### config.mk
export PLATFORM = sky130hd
export DESIGN_NAME = univ_shift_reg
export DESIGN_NICKNAME = d
export VERILOG_FILES = /design/src/rtl/univ_shift_reg_pkg.sv /design/src/rtl/univ_shift_reg_step_sync.sv /design/src/rtl/univ_shift_reg.sv
export SDC_FILE = /design/constraint.sdc
export NUM_CORES = 1
export LEC_CHECK = 0
export ABC_AREA = 0
export CAP_MARGIN = 40
export CORE_MARGIN = 2
export CORE_UTILIZATION = 35
export CTS_CLUSTER_DIAMETER = 40
export DETAILED_ROUTE_END_ITERATION = 6
export PLACE_DENSITY = 0.72
export SLEW_MARGIN = 20
export SYNTH_ARGS = -nofsm -noshare
export SYNTH_HDL_FRONTEND = slang
export SYNTH_SLANG_ARGS = --single-unit
### constraint.sdc
create_clock -name clk -period 1.9 [get_ports clk]
set_input_delay 0.38 -clock clk [delete_from_list [all_inputs] [get_ports clk]]
set_output_delay 0.38 -clock clk [all_outputs]
set_load 0.02 [all_outputs]
### src/rtl/univ_shift_reg_pkg.sv
// Shared mode encoding for the universal shift register.
package shift_pkg;
   localparam int MODE_W = 3;

   localparam logic [MODE_W-1:0] MODE_HOLD = 3'd0;
   localparam logic [MODE_W-1:0] MODE_SHL  = 3'd1;
   localparam logic [MODE_W-1:0] MODE_SHR  = 3'd2;
   localparam logic [MODE_W-1:0] MODE_ASHR = 3'd3;
   localparam logic [MODE_W-1:0] MODE_ROTL = 3'd4;
   localparam logic [MODE_W-1:0] MODE_ROTR = 3'd5;
   localparam logic [MODE_W-1:0] MODE_LOAD = 3'd6;

   // Only the serial shifts advance the frame counter.
   function automatic logic is_counted(input logic [MODE_W-1:0] m);
      return (m == MODE_SHL) || (m == MODE_SHR) || (m == MODE_ASHR);
   endfunction
endpackage

### src/rtl/univ_shift_reg_step_sync.sv
// Button synchroniser and rising-edge detector producing a one-cycle step pulse.
module step_sync (
   input  logic clk,
   input  logic rst,
   input  logic i_step,
   output logic o_pulse
);
   logic       r_s1, r_s2, r_s3;
   logic [2:0] r_vld;

   always_ff @(posedge clk) begin
      if (rst) begin
         r_s1  <= 1'b0;
         r_s2  <= 1'b0;
         r_s3  <= 1'b0;
         r_vld <= 3'b000;
      end else begin
         r_s1  <= i_step;
         r_s2  <= r_s1;
         r_s3  <= r_s2;
         r_vld <= {r_vld[1:0], 1'b1};
      end
   end

   // r_vld tracks which stages hold real post-reset samples, so a button held
   // through reset is seen as already high rather than as a fresh edge.
   assign o_pulse = r_s2 & ~r_s3 & r_vld[2];
endmodule

### src/rtl/univ_shift_reg.sv
// Universal shift register: shifts, rotates, parallel load, frame counter.
module univ_shift_reg
   import shift_pkg::*;
#(
   parameter int               WIDTH     = 8,
   parameter int               STEP_SYNC = 1,
   parameter logic [WIDTH-1:0] RST_VAL   = '0
) (
   input  logic                      clk,
   input  logic                      rst,
   input  logic                      step,
   input  logic [MODE_W-1:0]         mode,
   input  logic                      sdin,
   input  logic [WIDTH-1:0]          pdin,
   output logic [WIDTH-1:0]          q,
   output logic                      sdout_msb,
   output logic                      sdout_lsb,
   output logic                      frame_done,
   output logic [$clog2(WIDTH)-1:0]  shift_cnt
);
   localparam int CNT_W = $clog2(WIDTH);

   logic [WIDTH-1:0] r_q;
   logic [CNT_W-1:0] r_cnt;
   logic             r_fd;
   logic             w_pulse;
   logic [WIDTH-1:0] w_q_nxt;

   generate
      if (STEP_SYNC != 0) begin : g_sync
         step_sync u_step_sync (
            .clk     (clk),
            .rst     (rst),
            .i_step  (step),
            .o_pulse (w_pulse)
         );
      end else begin : g_bypass
         assign w_pulse = step;
      end
   endgenerate

   always_comb begin
      w_q_nxt = r_q;
      case (mode)
         MODE_SHL:  w_q_nxt = {r_q[WIDTH-2:0], sdin};
         MODE_SHR:  w_q_nxt = {sdin, r_q[WIDTH-1:1]};
         MODE_ASHR: w_q_nxt = {r_q[WIDTH-1], r_q[WIDTH-1:1]};
         MODE_ROTL: w_q_nxt = {r_q[WIDTH-2:0], r_q[WIDTH-1]};
         MODE_ROTR: w_q_nxt = {r_q[0], r_q[WIDTH-1:1]};
         MODE_LOAD: w_q_nxt = pdin;
         default:   w_q_nxt = r_q;
      endcase
   end

   always_ff @(posedge clk) begin
      if (rst) begin
         r_q   <= RST_VAL;
         r_cnt <= '0;
         r_fd  <= 1'b0;
      end else begin
         r_fd <= 1'b0;
         if (w_pulse) begin
            r_q <= w_q_nxt;
            if (mode == MODE_LOAD) begin
               r_cnt <= '0;
            end else if (is_counted(mode)) begin
               if (r_cnt == CNT_W'(WIDTH - 1)) begin
                  r_cnt <= '0;
                  r_fd  <= 1'b1;
               end else begin
                  r_cnt <= r_cnt + 1'b1;
               end
            end
         end
      end
   end

   assign q          = r_q;
   assign sdout_msb  = r_q[WIDTH-1];
   assign sdout_lsb  = r_q[0];
   assign frame_done = r_fd;
   assign shift_cnt  = r_cnt;
endmodule
Word level (Yosys, flattened, before mapping)
Cells that the tools add are included.
- input port bits: 15
- output and inout bits: 14
- word-level logic and storage cells: 38
- bits in registers: 18
- muxes and demuxes: 6
- reduce and logical (&&, ||, !) cells: 9
- eq/ne operators: 7
- $add $sub $neg: 1
- bitwise gates (word level): 6
- operator list (kind ; count):
    $pmux W8 S6 ; 1
    $eq A3 B3 Y1 const B ; 4
    $mux W3 ; 3
    $eq A3 B2 Y1 const B ; 2
    $reduce_bool A6 Y1 ; 1
    $reduce_bool A5 Y1 ; 1
    $not A1 Y1 ; 4
    $reduce_and A2 Y1 ; 2
    $reduce_or A4 Y1 ; 1
    $add A3 B1 Y3 const B ; 1
    $eq A3 B1 Y1 const B ; 1
    $reduce_and A3 Y1 ; 1
    $and A1 B1 Y1 ; 2
    $logic_or A1 B1 Y1 ; 2
    $mux W1 ; 2
    $reduce_bool A2 Y1 ; 1

Logic depth before layout (Yosys ltp)
- depth after elaboration: 5
- depth in mapped cells: 6
- gate-level depth less buffers: 5

Modules after synthesis
A second synthesis with hierarchy kept.
- cells, all modules: 103
- area total of the unflattened synthesis: 944.7 um^2
- modules (own cells, without submodules) (module ; cells an instance ; area each (um^2) ; times used ; sequential area each (um^2)):
    univ_shift_reg ; 90 ; 780.7 ; 1 ; 240.2
    step_sync ; 13 ; 163.9 ; 1 ; 120.1

Least setup slack after synthesis
No wires, ideal clock.
- path type: input-to-reg
- start: input port mode[0]
- end: register r_q[2], in the netlist q[2]
- stages: 6
- path buffers: 3
- data arrival time: 1.483 ns
- required time: 1.809 ns
- slack: 0.326 ns
- library setup time: 0.091 ns
- path through: buf_6 > or3_1 > buf_6 > and3_4 > buf_6 > a311oi_1
- word-level cells in the longest chain between the ends: 3
- elaborated cells between the ends (all ways): 9
- classes of those cells: 6 x eq/ne; 1 x mux; 2 x reduce/logical
- RTL lines (element ; line ; source):
    start: declaration ; univ_shift_reg.sv:12 ; input logic [MODE_W-1:0] mode,
    $eq A3 B3 Y1 (tied with other cells) ; univ_shift_reg.sv:44 ; case (mode)
    $reduce_bool A6 Y1 (no source line) ; - ;
    $reduce_and A2 Y1 (no source line) ; - ;
    end signal: assignment ; univ_shift_reg.sv:63 ; r_q <= w_q_nxt;
    end: declaration ; univ_shift_reg.sv:23 ; logic [WIDTH-1:0] r_q;
Parallel ways exist; a longest one is shown, timed or not.
A chain may end at the register's enable or synchronous reset.

Worst setup path in the final report
- start: register r_q[1], in the netlist q[1]
- end: output port q[1]
- RTL lines (element ; line ; source):
    end: declaration ; univ_shift_reg.sv:15 ; output logic [WIDTH-1:0] q,
No word-level cell between the ends.

==> impl_metrics.csv <==
group,metric,value,unit
clock_tree,cts.clk_slew.worst_paths,0.11,ns
setup_path,r2r_cells,3,
timing,period_minus_slack,1.808,ns
min_path,hold_class,"reg2reg",
clock_tree,clock_sinks,18,
drt,vias,1030,
logic_synthesis,synthCells,110,
setup_path,rr_endpoint,"q[2]$_SDFFE_PP0P_",
power,power_density,510.1,nW/um^2
logic_synthesis,synth_cell_type_count,31,
floorplanning,die_h,57.88,um
min_path,whs_path_depth,1,
floorplanning,die_w,57.88,um
setup_path,critPathBufInv,1,
setup_path,regToRegSetupSlack,0.60,ns
min_path,hp-start,"g_sync.u_step_sync.r_s1$_SDFF_PP0_",
floorplanning,die-area,3350,um^2
timing,worst_slew_pin_slew,0.4212,ns
power,leakage,0.5205,nW
clock_tree,postCtsSetupRepairBufs,0,
setup_path,crit_chain,"clkdlybuf4s50_1",
setup_path,cp_max_fo,6,
setup_path,cp-end-kind,"output pin",
grt,antenna_found_initial,0,
finish,finalNonFillerCells,175,
logic_synthesis,syn_nets,127,
drt,detail_route.wl_per_cell,14.61,um
logic_synthesis,syn_area,1016,um^2
floorplanning,start_util,36.84,%
run,drv_cap,0,
timing,grt_setup_unrepaired,"no",
setup_path,critPathKind,"reg2out",
drt,drtIter0Drc,42,
clock_tree,cts_tree,"done",
timing,fin_crit_sh,95.14,%
drt,dr.pass1.iters,4,
floorplanning,pin_count,29,
setup_path,arrival,1.43,ns
clock_tree,clockBufferDepth,2,
floorplanning,row_count,19,
logic_synthesis,synth_top_area_share,35.47,%
finish,antenna_cells,0,
power,ir_drop,0.0004141,V
timing,slew_violations,0,
timing,fmax,553.2,MHz
setup_path,reg2reg_from,"g_sync.u_step_sync.r_s3$_SDFF_PP0_",
logic_synthesis,synth.top_cells.by_area,"dfxtp_1, mux2_2, a311oi_1",
timing,slew_headroom,71.92,%
placed_design,dp_hpwl,1928,um
drt,via_per_inst,5.886,
placed_design,io_buffers,28,
finish,syn_to_final_growth,37.19,%
logic_synthesis,yosys_register_bits,18,
timing,finalClockSkew,0.02169,ns
drt,ant_nets,0,
grt,grt_pass1_wl,4229,um
timing,final.setup.tns,0,ns
grt,grt_pass1_vias,922,
timing,finalSetupViolations,0,
placed_design,gp_congestion,0.8667,
setup_path,crit_required,1.52,ns
placed_design,place_inst,172,
clock_tree,ctsHoldBuffers,0,
finish,drive_gt1_share,18.06,%
clock_tree,root_buffer,"clkbuf_4",
clock_tree,cts_made_buffers,3,
timing,hold_violations,0,
finish,fill_cells,263,
drt,drc,0,
clock_tree,clk_latency,0.31,ns
finish,fin_nets,163,
setup_path,critical_path.slowest_cell,"clkdlybuf4s50_1",
setup_path,crit_family,"buffers and inverters",
grt,grt_max_degree,14,
logic_synthesis,syn_avg_cell_area,9.236,um^2
setup_path,worst_setup_path_start_kind,"flip-flop",
clock_tree,h-tree-depth,1,
setup_path,slowest_delay,0.66,ns
grt,gr-usage-all-layers,16.30,%
grt,gr-total-overflow,0,
min_path,whs_endpoint,"g_sync.u_step_sync.r_s2$_SDFF_PP0_",
outcome,outcome,"finished clean",
logic_synthesis,synth_top_area_cell,"dfxtp_1",
clock_tree,ctsResizeCount,0,
drt,wl,2557,um
floorplanning,core_area,2758,um^2
logic_synthesis,ys_warn_count,0,
logic_synthesis,seq_area_frac_synth,35.47,%
==> flip-flops by register name (all words and copies together) (netlist names) <==
| signal | count |
|---|---|
| shift_cnt | 3 |
| g_sync.u_step_sync.r_s1 | 1 |
| frame_done | 1 |
| g_sync.u_step_sync.r_s3 | 1 |
| g_sync.u_step_sync.r_vld | 3 |
| g_sync.u_step_sync.r_s2 | 1 |
| q | 8 |
==> per-stage QoR <==
stage | util [%] | area, um^2 | worst slack [ns] | total power, mW | hold WS, ns
after CTS | 50.54 | 1394 | 0.09339 | 0.7171 | 0.4496
after detailed placement | 49.73 | 1371 | 0.02172 | 0.5267 | 0.4278
after global placement | 49.73 | 1371 | 0.06175 | 0.5242 | 0.4237
final | 50.54 | 1394 | 0.09229 | 0.7110 | 0.4430
after floorplan | - | 1016 | 0.3263 | 0.4605 | 0.4138
after global routing | 50.54 | 1394 | 0.05633 | 0.7432 | 0.4602
==> placed cells by master (no fill, tap or decap), drive strengths merged, types with 2 or more instances in the layout <==
master / count
clkbuf: 3
a21oi: 5
nor2b: 6
a31oi: 7
and3: 3
o2111ai: 3
ha: 2
and2: 2
clkdlybuf4s50: 28
dfxtp: 18
buf: 15
nor2: 4
and3b: 2
mux2i: 2
o21ai: 7
a311oi: 8
inv: 4
o31ai: 3
mux2: 7
a22oi: 7
==> cells in the mapped netlist <==
master / instances
nand3b_1: 1
and4_1: 1
and3_1: 2
o21ai_0: 7
a21oi_1: 5
nor4b_1: 1
buf_1: 1
dfxtp_1: 18
o2111ai_1: 3
inv_1: 4
a41o_1: 1
nand2_1: 1
a22oi_1: 7
a311oi_1: 8
buf_6: 3
mux2i_1: 2
o31ai_1: 3
nand3_1: 1
buf_4: 2
and3b_1: 2
nor2_1: 4
mux2_2: 7
or3_1: 1
ha_1: 2
buf_2: 1
and3_4: 1
and2_1: 2
nor2b_1: 6
clkbuf_1: 5
a31oi_1: 7
a32oi_1: 1
==> cell type report <==
class	instances	area, um^2	area share [%]
repair buffers	43	392.9	28.19
well taps	31	38.79	2.783
flip-flops and latches	18	360.3	25.85
clock buffers	3	22.52	1.616
inverters	4	15.01	1.077
multi-input cells	76	564.3	40.48
==> worst max-delay path by stage <==
stage	start	endpoint	slack, ns	depth (start not counted)
global route	q[0]$_SDFFE_PP0P_	q[0]	0.06	1
floorplan	mode[0]	q[2]$_SDFFE_PP0P_	0.33	6
detailed placement	mode[0]	q[2]$_SDFFE_PP0P_	0.02	4
CTS	q[1]$_SDFFE_PP0P_	q[1]	0.09	1
global placement	mode[0]	q[2]$_SDFFE_PP0P_	0.06	4
finish	q[1]$_SDFFE_PP0P_	q[1]	0.09	1
==> cell families (layout without fill, tap and decap cells) <==
group           after synthesis  count (layout)  synth area share [%]
fa+ha+maj                     2               2                 2.463
mux                           9               9                 9.730
flops                        18              18                 35.47
compound gates               42              42                 28.94
simple gates                 23              23                 14.41
buf+inv                      16              50                 8.988
==> report_power, final <==
part | total, mW | switching [mW] | leakage (nW) | internal (mW)
clock network | 0.192 | 0.118 | 0.0138 | 0.0739
registers | 0.388 | 0.00400 | 0.146 | 0.384
logic | 0.130 | 0.0584 | 0.360 | 0.0721
total | 0.711 | 0.180 | 0.520 | 0.531
==> per-layer routing <==
| layer | GRT usage (%) | wire length, um | vias to the layer above |
|---|---|---|---|
| met5 | 0 | 0 | - |
| met4 | 6.645 | 33 | 0 |
| met3 | 3.795 | 136 | 4 |
| met2 | 24.19 | 1208 | 32 |
| met1 | 22.73 | 1179 | 501 |
| li1 | - | - | 493 |
Power figures use the tool's default switching activity.
